<file path="config.mk">
export PLATFORM = sky130hd
export DESIGN_NAME = ex_operand_stage_flat
export DESIGN_NICKNAME = d
export VERILOG_FILES = /design/src/rtl/ex_operand_stage_if.sv /design/src/rtl/ex_operand_stage.sv /design/src/flat_wrapper.sv
export SDC_FILE = /design/constraint.sdc
export NUM_CORES = 1
export LEC_CHECK = 0
export ABC_AREA = 1
export BUFFER_PORTS_ARGS = -buffer_cell sky130_fd_sc_hd__clkbuf_2
export CORE_AREA = 2 2 153 155
export CTS_BUF_LIST = sky130_fd_sc_hd__clkbuf_16
export DETAILED_ROUTE_END_ITERATION = 16
export DIE_AREA = 0 0 155 157
export PLACE_DENSITY = 0.81
export SLEW_MARGIN = 20
export SYNTH_ARGS = -nofsm -noshare
export SYNTH_HDL_FRONTEND = slang
export SYNTH_SLANG_ARGS = --single-unit
</file>
<file path="constraint.sdc">
create_clock -name clk -period 3.6 [get_ports clk]
set_clock_uncertainty 0.2 [all_clocks]
set_input_delay 0.9 -clock clk [delete_from_list [all_inputs] [get_ports clk]]
set_output_delay 0.9 -clock clk [all_outputs]
set_load 0.03 [all_outputs]
</file>
<file path="src/rtl/ex_operand_stage_if.sv">
// Signal bundle for the ID/EX operand stage: decoder inputs, MEM/WB writeback
// taps, external back-pressure and the registered EX-side outputs.
interface ex_operand_stage_if #(
  parameter int unsigned XLEN  = 32,
  parameter int unsigned NSRC  = 2,
  parameter int unsigned RADDR = 5,
  parameter int unsigned CNTW  = 16
);
  logic                  id_valid;
  logic [NSRC*RADDR-1:0] id_rs;
  logic [NSRC*XLEN-1:0]  id_rdata;
  logic [XLEN-1:0]       id_imm;
  logic                  id_alusrc;
  logic [RADDR-1:0]      id_rd;
  logic                  id_regwrite;
  logic                  id_load;
  logic [RADDR-1:0]      mem_rd;
  logic                  mem_regwrite;
  logic [XLEN-1:0]       mem_result;
  logic [RADDR-1:0]      wb_rd;
  logic                  wb_regwrite;
  logic [XLEN-1:0]       wb_result;
  logic                  ex_flush;
  logic                  ext_stall;
  logic                  stall_id;
  logic                  ex_valid;
  logic [RADDR-1:0]      ex_rd;
  logic                  ex_regwrite;
  logic                  ex_load;
  logic [NSRC*XLEN-1:0]  ex_src;
  logic [NSRC*2-1:0]     ex_fwd;
  logic [XLEN-1:0]       ex_alu_b;
  logic [XLEN-1:0]       ex_wdata;
  logic [CNTW-1:0]       lu_count;

  modport master (
    output id_valid, id_rs, id_rdata, id_imm, id_alusrc, id_rd, id_regwrite, id_load,
           mem_rd, mem_regwrite, mem_result, wb_rd, wb_regwrite, wb_result,
           ex_flush, ext_stall,
    input  stall_id, ex_valid, ex_rd, ex_regwrite, ex_load, ex_src, ex_fwd,
           ex_alu_b, ex_wdata, lu_count
  );

  modport slave (
    input  id_valid, id_rs, id_rdata, id_imm, id_alusrc, id_rd, id_regwrite, id_load,
           mem_rd, mem_regwrite, mem_result, wb_rd, wb_regwrite, wb_result,
           ex_flush, ext_stall,
    output stall_id, ex_valid, ex_rd, ex_regwrite, ex_load, ex_src, ex_fwd,
           ex_alu_b, ex_wdata, lu_count
  );
endinterface

</file>
<file path="src/rtl/ex_operand_stage.sv">
// ID/EX operand stage: EX register, MEM/WB forwarding, load-use bubbles and an
// operand latch that freezes forwarded values while downstream memory is busy.
module ex_operand_stage #(
  parameter int unsigned XLEN  = 32,
  parameter int unsigned NSRC  = 2,
  parameter int unsigned RADDR = 5,
  parameter int unsigned CNTW  = 16
) (
  input logic               clk,
  input logic               rst,
  ex_operand_stage_if.slave bus
);

  typedef enum logic {
    RUN  = 1'b0,
    HOLD = 1'b1
  } state_e;

  state_e                state_q, state_d;
  logic                  ex_valid_q, ex_valid_d;
  logic [NSRC*RADDR-1:0] ex_rs_q, ex_rs_d;
  logic [NSRC*XLEN-1:0]  ex_rdata_q, ex_rdata_d;
  logic [XLEN-1:0]       ex_imm_q, ex_imm_d;
  logic                  ex_alusrc_q, ex_alusrc_d;
  logic [RADDR-1:0]      ex_rd_q, ex_rd_d;
  logic                  ex_regwrite_q, ex_regwrite_d;
  logic                  ex_load_q, ex_load_d;
  logic [NSRC*XLEN-1:0]  latch_q, latch_d;
  logic [CNTW-1:0]       lu_count_q, lu_count_d;

  logic [NSRC*2-1:0]     fwd_run;
  logic [NSRC*XLEN-1:0]  src_run;
  logic [NSRC*XLEN-1:0]  src_out;
  logic [RADDR-1:0]      rs_k;
  logic                  id_dep;
  logic                  load_use;
  logic                  take_id;
  logic                  bubble;

  // Forwarding from the live EX register; x0 and empty EX never forward.
  always_comb begin
    fwd_run = '0;
    src_run = '0;
    rs_k    = '0;
    for (int unsigned k = 0; k < NSRC; k++) begin
      rs_k = ex_rs_q[k*RADDR +: RADDR];
      if (ex_valid_q && (rs_k != '0) && bus.mem_regwrite && (bus.mem_rd == rs_k)) begin
        fwd_run[k*2 +: 2]    = 2'b10;
        src_run[k*XLEN +: XLEN] = bus.mem_result;
      end else if (ex_valid_q && (rs_k != '0) && bus.wb_regwrite && (bus.wb_rd == rs_k)) begin
        fwd_run[k*2 +: 2]    = 2'b01;
        src_run[k*XLEN +: XLEN] = bus.wb_result;
      end else begin
        fwd_run[k*2 +: 2]    = 2'b00;
        src_run[k*XLEN +: XLEN] = ex_rdata_q[k*XLEN +: XLEN];
      end
    end
  end

  always_comb begin
    id_dep = 1'b0;
    for (int unsigned k = 0; k < NSRC; k++) begin
      if (bus.id_rs[k*RADDR +: RADDR] == ex_rd_q) id_dep = 1'b1;
    end
  end

  assign load_use = ex_valid_q && ex_load_q && (ex_rd_q != '0) && bus.id_valid && id_dep;

  assign src_out         = (state_q == HOLD) ? latch_q : src_run;
  assign bus.ex_src      = src_out;
  assign bus.ex_fwd      = (state_q == HOLD) ? '0 : fwd_run;
  assign bus.ex_wdata    = src_out[XLEN +: XLEN];
  assign bus.ex_alu_b    = ex_alusrc_q ? ex_imm_q : src_out[XLEN +: XLEN];
  assign bus.stall_id    = (state_q == HOLD) || load_use;
  assign bus.ex_valid    = ex_valid_q;
  assign bus.ex_rd       = ex_rd_q;
  assign bus.ex_regwrite = ex_regwrite_q;
  assign bus.ex_load     = ex_load_q;
  assign bus.lu_count    = lu_count_q;

  // Entering HOLD keeps the EX instruction in place; only the operands are
  // snapshotted, since MEM/WB move on underneath the frozen EX stage.
  always_comb begin
    state_d       = state_q;
    ex_valid_d    = ex_valid_q;
    ex_rs_d       = ex_rs_q;
    ex_rdata_d    = ex_rdata_q;
    ex_imm_d      = ex_imm_q;
    ex_alusrc_d   = ex_alusrc_q;
    ex_rd_d       = ex_rd_q;
    ex_regwrite_d = ex_regwrite_q;
    ex_load_d     = ex_load_q;
    latch_d       = latch_q;
    lu_count_d    = lu_count_q;
    take_id       = 1'b0;
    bubble        = 1'b0;

    unique case (state_q)
      RUN: begin
        if (bus.ext_stall) begin
          state_d = HOLD;
          latch_d = src_run;
        end else if (bus.ex_flush) begin
          bubble = 1'b1;
        end else if (load_use) begin
          bubble     = 1'b1;
          lu_count_d = (lu_count_q == '1) ? lu_count_q : lu_count_q + 1'b1;
        end else begin
          take_id = 1'b1;
        end
      end
      HOLD: begin
        if (!bus.ext_stall) begin
          state_d = RUN;
          take_id = 1'b1;
        end
      end
    endcase

    if (take_id) begin
      ex_valid_d    = bus.id_valid;
      ex_rs_d       = bus.id_rs;
      ex_rdata_d    = bus.id_rdata;
      ex_imm_d      = bus.id_imm;
      ex_alusrc_d   = bus.id_alusrc;
      ex_rd_d       = bus.id_rd;
      ex_regwrite_d = bus.id_valid && bus.id_regwrite;
      ex_load_d     = bus.id_valid && bus.id_load;
    end

    if (bubble) begin
      ex_valid_d    = 1'b0;
      ex_rs_d       = '0;
      ex_rdata_d    = '0;
      ex_imm_d      = '0;
      ex_alusrc_d   = 1'b0;
      ex_rd_d       = '0;
      ex_regwrite_d = 1'b0;
      ex_load_d     = 1'b0;
    end
  end

  always_ff @(posedge clk) begin
    if (rst) begin
      state_q       <= RUN;
      ex_valid_q    <= 1'b0;
      ex_rs_q       <= '0;
      ex_rdata_q    <= '0;
      ex_imm_q      <= '0;
      ex_alusrc_q   <= 1'b0;
      ex_rd_q       <= '0;
      ex_regwrite_q <= 1'b0;
      ex_load_q     <= 1'b0;
      latch_q       <= '0;
      lu_count_q    <= '0;
    end else begin
      state_q       <= state_d;
      ex_valid_q    <= ex_valid_d;
      ex_rs_q       <= ex_rs_d;
      ex_rdata_q    <= ex_rdata_d;
      ex_imm_q      <= ex_imm_d;
      ex_alusrc_q   <= ex_alusrc_d;
      ex_rd_q       <= ex_rd_d;
      ex_regwrite_q <= ex_regwrite_d;
      ex_load_q     <= ex_load_d;
      latch_q       <= latch_d;
      lu_count_q    <= lu_count_d;
    end
  end

endmodule

</file>
<file path="src/flat_wrapper.sv">
// flat-port wrapper written by rule: the top's interface ports become plain ports
module ex_operand_stage_flat 
#(
  parameter int unsigned XLEN  = 32,
  parameter int unsigned NSRC  = 2,
  parameter int unsigned RADDR = 5,
  parameter int unsigned CNTW  = 16
)
  (clk, rst, bus_id_valid, bus_id_rs, bus_id_rdata, bus_id_imm, bus_id_alusrc, bus_id_rd, bus_id_regwrite, bus_id_load, bus_mem_rd, bus_mem_regwrite, bus_mem_result, bus_wb_rd, bus_wb_regwrite, bus_wb_result, bus_ex_flush, bus_ext_stall, bus_stall_id, bus_ex_valid, bus_ex_rd, bus_ex_regwrite, bus_ex_load, bus_ex_src, bus_ex_fwd, bus_ex_alu_b, bus_ex_wdata, bus_lu_count);
  ex_operand_stage_if #(.XLEN(XLEN), .NSRC(NSRC), .RADDR(RADDR), .CNTW(CNTW)) bus_i ();
  input logic clk;
  input logic rst;
  input wire logic [$bits(bus_i.id_valid)-1:0] bus_id_valid;
  input wire logic [$bits(bus_i.id_rs)-1:0] bus_id_rs;
  input wire logic [$bits(bus_i.id_rdata)-1:0] bus_id_rdata;
  input wire logic [$bits(bus_i.id_imm)-1:0] bus_id_imm;
  input wire logic [$bits(bus_i.id_alusrc)-1:0] bus_id_alusrc;
  input wire logic [$bits(bus_i.id_rd)-1:0] bus_id_rd;
  input wire logic [$bits(bus_i.id_regwrite)-1:0] bus_id_regwrite;
  input wire logic [$bits(bus_i.id_load)-1:0] bus_id_load;
  input wire logic [$bits(bus_i.mem_rd)-1:0] bus_mem_rd;
  input wire logic [$bits(bus_i.mem_regwrite)-1:0] bus_mem_regwrite;
  input wire logic [$bits(bus_i.mem_result)-1:0] bus_mem_result;
  input wire logic [$bits(bus_i.wb_rd)-1:0] bus_wb_rd;
  input wire logic [$bits(bus_i.wb_regwrite)-1:0] bus_wb_regwrite;
  input wire logic [$bits(bus_i.wb_result)-1:0] bus_wb_result;
  input wire logic [$bits(bus_i.ex_flush)-1:0] bus_ex_flush;
  input wire logic [$bits(bus_i.ext_stall)-1:0] bus_ext_stall;
  output wire logic [$bits(bus_i.stall_id)-1:0] bus_stall_id;
  output wire logic [$bits(bus_i.ex_valid)-1:0] bus_ex_valid;
  output wire logic [$bits(bus_i.ex_rd)-1:0] bus_ex_rd;
  output wire logic [$bits(bus_i.ex_regwrite)-1:0] bus_ex_regwrite;
  output wire logic [$bits(bus_i.ex_load)-1:0] bus_ex_load;
  output wire logic [$bits(bus_i.ex_src)-1:0] bus_ex_src;
  output wire logic [$bits(bus_i.ex_fwd)-1:0] bus_ex_fwd;
  output wire logic [$bits(bus_i.ex_alu_b)-1:0] bus_ex_alu_b;
  output wire logic [$bits(bus_i.ex_wdata)-1:0] bus_ex_wdata;
  output wire logic [$bits(bus_i.lu_count)-1:0] bus_lu_count;
  assign bus_i.id_valid = bus_id_valid;
  assign bus_i.id_rs = bus_id_rs;
  assign bus_i.id_rdata = bus_id_rdata;
  assign bus_i.id_imm = bus_id_imm;
  assign bus_i.id_alusrc = bus_id_alusrc;
  assign bus_i.id_rd = bus_id_rd;
  assign bus_i.id_regwrite = bus_id_regwrite;
  assign bus_i.id_load = bus_id_load;
  assign bus_i.mem_rd = bus_mem_rd;
  assign bus_i.mem_regwrite = bus_mem_regwrite;
  assign bus_i.mem_result = bus_mem_result;
  assign bus_i.wb_rd = bus_wb_rd;
  assign bus_i.wb_regwrite = bus_wb_regwrite;
  assign bus_i.wb_result = bus_wb_result;
  assign bus_i.ex_flush = bus_ex_flush;
  assign bus_i.ext_stall = bus_ext_stall;
  assign bus_stall_id = bus_i.stall_id;
  assign bus_ex_valid = bus_i.ex_valid;
  assign bus_ex_rd = bus_i.ex_rd;
  assign bus_ex_regwrite = bus_i.ex_regwrite;
  assign bus_ex_load = bus_i.ex_load;
  assign bus_ex_src = bus_i.ex_src;
  assign bus_ex_fwd = bus_i.ex_fwd;
  assign bus_ex_alu_b = bus_i.ex_alu_b;
  assign bus_ex_wdata = bus_i.ex_wdata;
  assign bus_lu_count = bus_i.lu_count;
  ex_operand_stage #(.XLEN(XLEN), .NSRC(NSRC), .RADDR(RADDR), .CNTW(CNTW)) u_core (.clk(clk), .rst(rst), .bus(bus_i));
endmodule
</file>
# After elaboration in Yosys (flattened, before gate mapping)

Cells that the tools add are included.
Widths: inputs -> output; s select.

Register bits: 196
Input bits: 195
Output and inout bits: 157

$add $sub $neg: 1
Equal/unequal tests: 7
Muxes and demuxes: 23
Bitwise logic cells: 4
Reductions and logical operators: 23

Operators with widths:

| cell                  | count |
|---|---|
| $mux 32               | 5 |
| $mux 64               | 1 |
| $eq 5x5->1            | 6 |
| $add 16x1->16 const B | 1 |
| $eq 16x16->1 const B  | 1 |
| $logic_and 1x1->1     | 16 |
| $reduce_bool 5->1     | 3 |
| $mux 1                | 13 |
| $reduce_and 5->1      | 1 |
| $mux 2                | 2 |
| $mux 4                | 1 |
| $not 1->1             | 4 |
| $pmux 1 s2            | 1 |
| $reduce_and 2->1      | 1 |
| $reduce_or 2->1       | 1 |
| $logic_or 1x1->1      | 1 |

# Longest topological paths before layout

Depth after elaboration: 9
Mapped depth: 14
Mapped depth without buffers: 12

# Least setup slack after synthesis

No wires, ideal clock.

Path kind: input to output
Start: in bus_wb_rd[3]
End: out bus_ex_wdata[12]
Arrival: 2695 ps
Slack: -195 ps
Cell stages on the path: 10
Path buffers: 2
Cell sequence: inv_1 a21oi_1 nand2_1 nor2_1 nand3_1 buf_2 nand2_1 nand3_1 a31oi_1 buf_4

Word-level cells in the longest chain between the ends: 5

RTL lines:

| what               | line                   | text |
|---|---|---|
| start: declaration | flat_wrapper.sv:24     | `input wire logic [$bits(bus_i.wb_rd)-1:0] bus_wb_rd;` |
| $eq 5x5->1         | ex_operand_stage.sv:50 | `end else if (ex_valid_q && (rs_k != '0) && bus.wb_regwrite && (bus.wb_rd == rs_k)) begin` |
| $logic_and 1x1->1  | ex_operand_stage.sv:50 |  |
| $mux 32            | ex_operand_stage.sv:50 |  |
| $mux 32            | ex_operand_stage.sv:47 | `if (ex_valid_q && (rs_k != '0) && bus.mem_regwrite && (bus.mem_rd == rs_k)) begin` |
| $mux 64            | ex_operand_stage.sv:69 | `assign src_out = (state_q == HOLD) ? latch_q : src_run;` |
| end: declaration   | flat_wrapper.sv:37     | `output wire logic [$bits(bus_i.ex_wdata)-1:0] bus_ex_wdata;` |

Every way passes these cells.

# Worst setup path after layout

Start: in bus_wb_rd[3]
End: out bus_ex_alu_b[4]

Word-level cells in the longest chain between the ends: 6

RTL lines:

| what              | line                   | text |
|---|---|---|
| $eq 5x5->1        | ex_operand_stage.sv:50 |  |
| $logic_and 1x1->1 | ex_operand_stage.sv:50 |  |
| $mux 32           | ex_operand_stage.sv:50 |  |
| $mux 32           | ex_operand_stage.sv:47 |  |
| $mux 64           | ex_operand_stage.sv:69 |  |
| $mux 32           | ex_operand_stage.sv:73 | `assign bus.ex_alu_b = ex_alusrc_q ? ex_imm_q : src_out[XLEN +: XLEN];` |
| end: declaration  | flat_wrapper.sv:36     | `output wire logic [$bits(bus_i.ex_alu_b)-1:0] bus_ex_alu_b;` |

Every way passes these cells.

==> results.cfg <==
[floorplan]
die-area_um2 = 24300
core_area_um2 = 22500
io_pins = 352
start_util_pct = 52.4
die_w_um = 155
die_y_um = 157
std_cell_rows = 55

[timing]
rsz0062_at_grt = yes
fmax_mhz = 266
report.final.slew_viol_count = 0
tightest_slew_ns = 0.981
min_period_ns = 3.76
finalHoldViolCount = 0
maxSlewHeadroom_pct = 34.6
finalSetupViolCount = 44
fin_hold_ws_ns = 0.266
min_period_over_period_pct = 104
fin_ws_ns = -0.157

[routing]
drt-initial-drc-count = 2215
wl_mm = 51.4
vias_per_cell = 5.95
wl_per_cell_um = 20.0
route.antenna.remaining_nets = 0
firstDrtPassIters = 8
route.detailed.drc = 0
via_count = 15300

[layout]
stdcell_count = 2564
synthToLayoutAreaGrowth_pct = 42.2
final_util_pct = 74.5
num-nets-final = 2458
drive_gt1_share_pct = 30.4
final_area_um2 = 16800

[placed_design]
hpwlAfterDp_mm = 31.8
dp_cells = 2480
dpl_cell_area_um2 = 13800
place.port_buffers = 351
place_congestion = 0.947

[clocking]
clk_path_buf_depth = 2
insertion_delay_ns = 0.46
cts_hold_buf = 0
cts.reportedPaths.clkPinSlew_ns = 0.07
numClockSinks = 196
cts_tree = done
cts_root_buf = clkbuf_16
cts_buffers = 17
h-tree-depth = 4

[synth]
synth_edf_count = 0
synth_top_area_share_pct = 33.3
synth_area_leaders = dfxtp_1, nand2_1, nand3_1
yosysSeqAreaShare_pct = 33.3
syn_nets = 2150
netlist_area_um2 = 11800
synthCells = 1954
synth_area_leader_cell = dfxtp_1
yosys_register_bits = 196
yosys-top-cells-count = nand2_1, nand3_1, nor2_1
yosysWarnings = 0
yosys.cell_types.count = 31
synthFlopType = dfxtp_1
yosysMostFrequentCell = nand2_1
synth-async-reset-ratio_pct = 0
syn_avg_cell_area_um2 = 6.04

[worst_setup_path]
r2r_slack_ns = 0.69
crit_fanout = 8
path_cells = buf_8 > inv_6 > nor2_4 > nor3_4 > nand3_4 > clkbuf_16 > nand2_4 > nand3_4 > nand3_2 > nand3b_1 > nand2_1 > buf_8
crit_required_ns = 2.50
cpPeakStageDelay_ns = 0.29
cp-start-kind = primary input
worst_ep_arrival_time_ns = 2.66
worstSetupPathType = primary input to primary output
cp-end-kind = primary output
r2r_end = u_core.bus.lu_count[2]
reg2reg_from = u_core.state_q
cpMaxStageDelayCell = nor3_4
worstRegToRegCells = 10

[global_route]
grt_overflow_total = 0
grt_max_degree = 116
antenna_found_initial = 4
grt.total_usage_pct = 36.7
grt_pass1_wl_mm = 70.1
grt_pass1_vias = 13100

[power_and_ir_drop]
p_leak_uw = 0.00825
peakVddDrop_v = 0.000295
power.density_nw_per_um2 = 361

[min_path]
hold_depth = 2
hold_start = u_core.ex_rdata_q[63]
min_to = u_core.ex_rdata_q[63]
min_path_type = register to register

[run_status]
violations = negative setup slack
status = finished, violations left

[run]
max_cap_viol_count = 0
==> power by group <==
group	switching (uW)	internal, uW
logic	1010	591
registers	75.2	2280
clock network	1070	1030
total	2160	3900
==> cell families after synthesis <==
family | Yosys count | synth area share [%]
buffers and inverters | 348 | 13.0
xor gates and xnor gates | 19 | 1.41
AOI/OAI and AO/OA | 199 | 8.82
and+or+nand+nor | 1191 | 43.4
adders and majority gates | 1 | 0.106
DFF | 196 | 33.3
==> flip-flops by register name (all words and copies together) (netlist names) <==
name                    flops
u_core.latch_q             64
u_core.bus.ex_load          1
u_core.ex_imm_q            32
u_core.ex_alusrc_q          1
u_core.bus.ex_rd            5
u_core.state_q              1
u_core.bus.ex_regwrite      1
u_core.bus.lu_count        16
u_core.bus.ex_valid         1
u_core.ex_rdata_q          64
u_core.ex_rs_q             10
==> cells in the final DEF, fill, tap and decap left out, types with 33 or more instances in the layout <==
cell type  synthesis  final
a21oi_1          132    130
buf_6              6     60
nand2_1          606    546
nand4_1           41     41
nand3_2            1     50
nand3_1          295    225
clkbuf_2           0    226
buf_4             34     80
nor2_1           197    189
nand3b_1          33     33
dfxtp_1          196    189
inv_1            175    166
nand2_2            2     46
==> cell type report <==
cell class	count	area, um2
multi-input cells	1410	7460
diodes	4	10.0
clock buffers	17	425
well taps	285	357
fillers	1742	5730
clock inverters	15	225
flip-flops and latches	196	3940
repair buffers	454	3660
inverters	183	704
==> per-stage QoR <==
stage	setup TNS, ns	total power [uW]	setup slack [ns]
after floorplan	-3.84	3260	-0.195
after global placement	-5.13	3680	-0.174
after detailed placement	-3.22	3690	-0.128
after CTS	-0.560	5800	-0.0497
after global routing	-5.86	6240	-0.163
final	-1.55	6060	-0.157
==> routing by layer <==
layer	vias up	wire length [um]	global-route usage (%)
met2	1190	23400	58.9
met5	-	0	0
met3	305	6470	7.63
met4	0	3120	18.1
met1	6897	18400	47.1
li1	6859	-	-
==> what timing repair did <==
action                     CTS  global route
pin swaps                    5            67
setup endpoints to repair   77           128
resized for setup          112           478
gates cloned                 3            15
buffers inserted             1            29
==> how the worst max path moves through the flow <==
| stage | from | endpoint | cells past startpoint |
|---|---|---|---|
| floorplan | bus_wb_rd[3] | bus_ex_wdata[12] | 10 |
| global route | bus_wb_rd[3] | bus_ex_alu_b[4] | 12 |
| global placement | bus_mem_rd[0] | bus_ex_src[53] | 11 |
| finish | bus_wb_rd[3] | bus_ex_alu_b[4] | 12 |
| CTS | bus_mem_rd[1] | bus_ex_alu_b[8] | 13 |
| detailed placement | bus_mem_rd[1] | bus_ex_wdata[21] | 11 |
==> critical path: cells and delay by family <==
| kind | cells | cell delay [ns] |
|---|---|---|
| and+or+nand+nor | 8 | 1.21 |
| buffers and inverters | 4 | 0.53 |
Note: power is estimated with default switching activity, not from simulation.
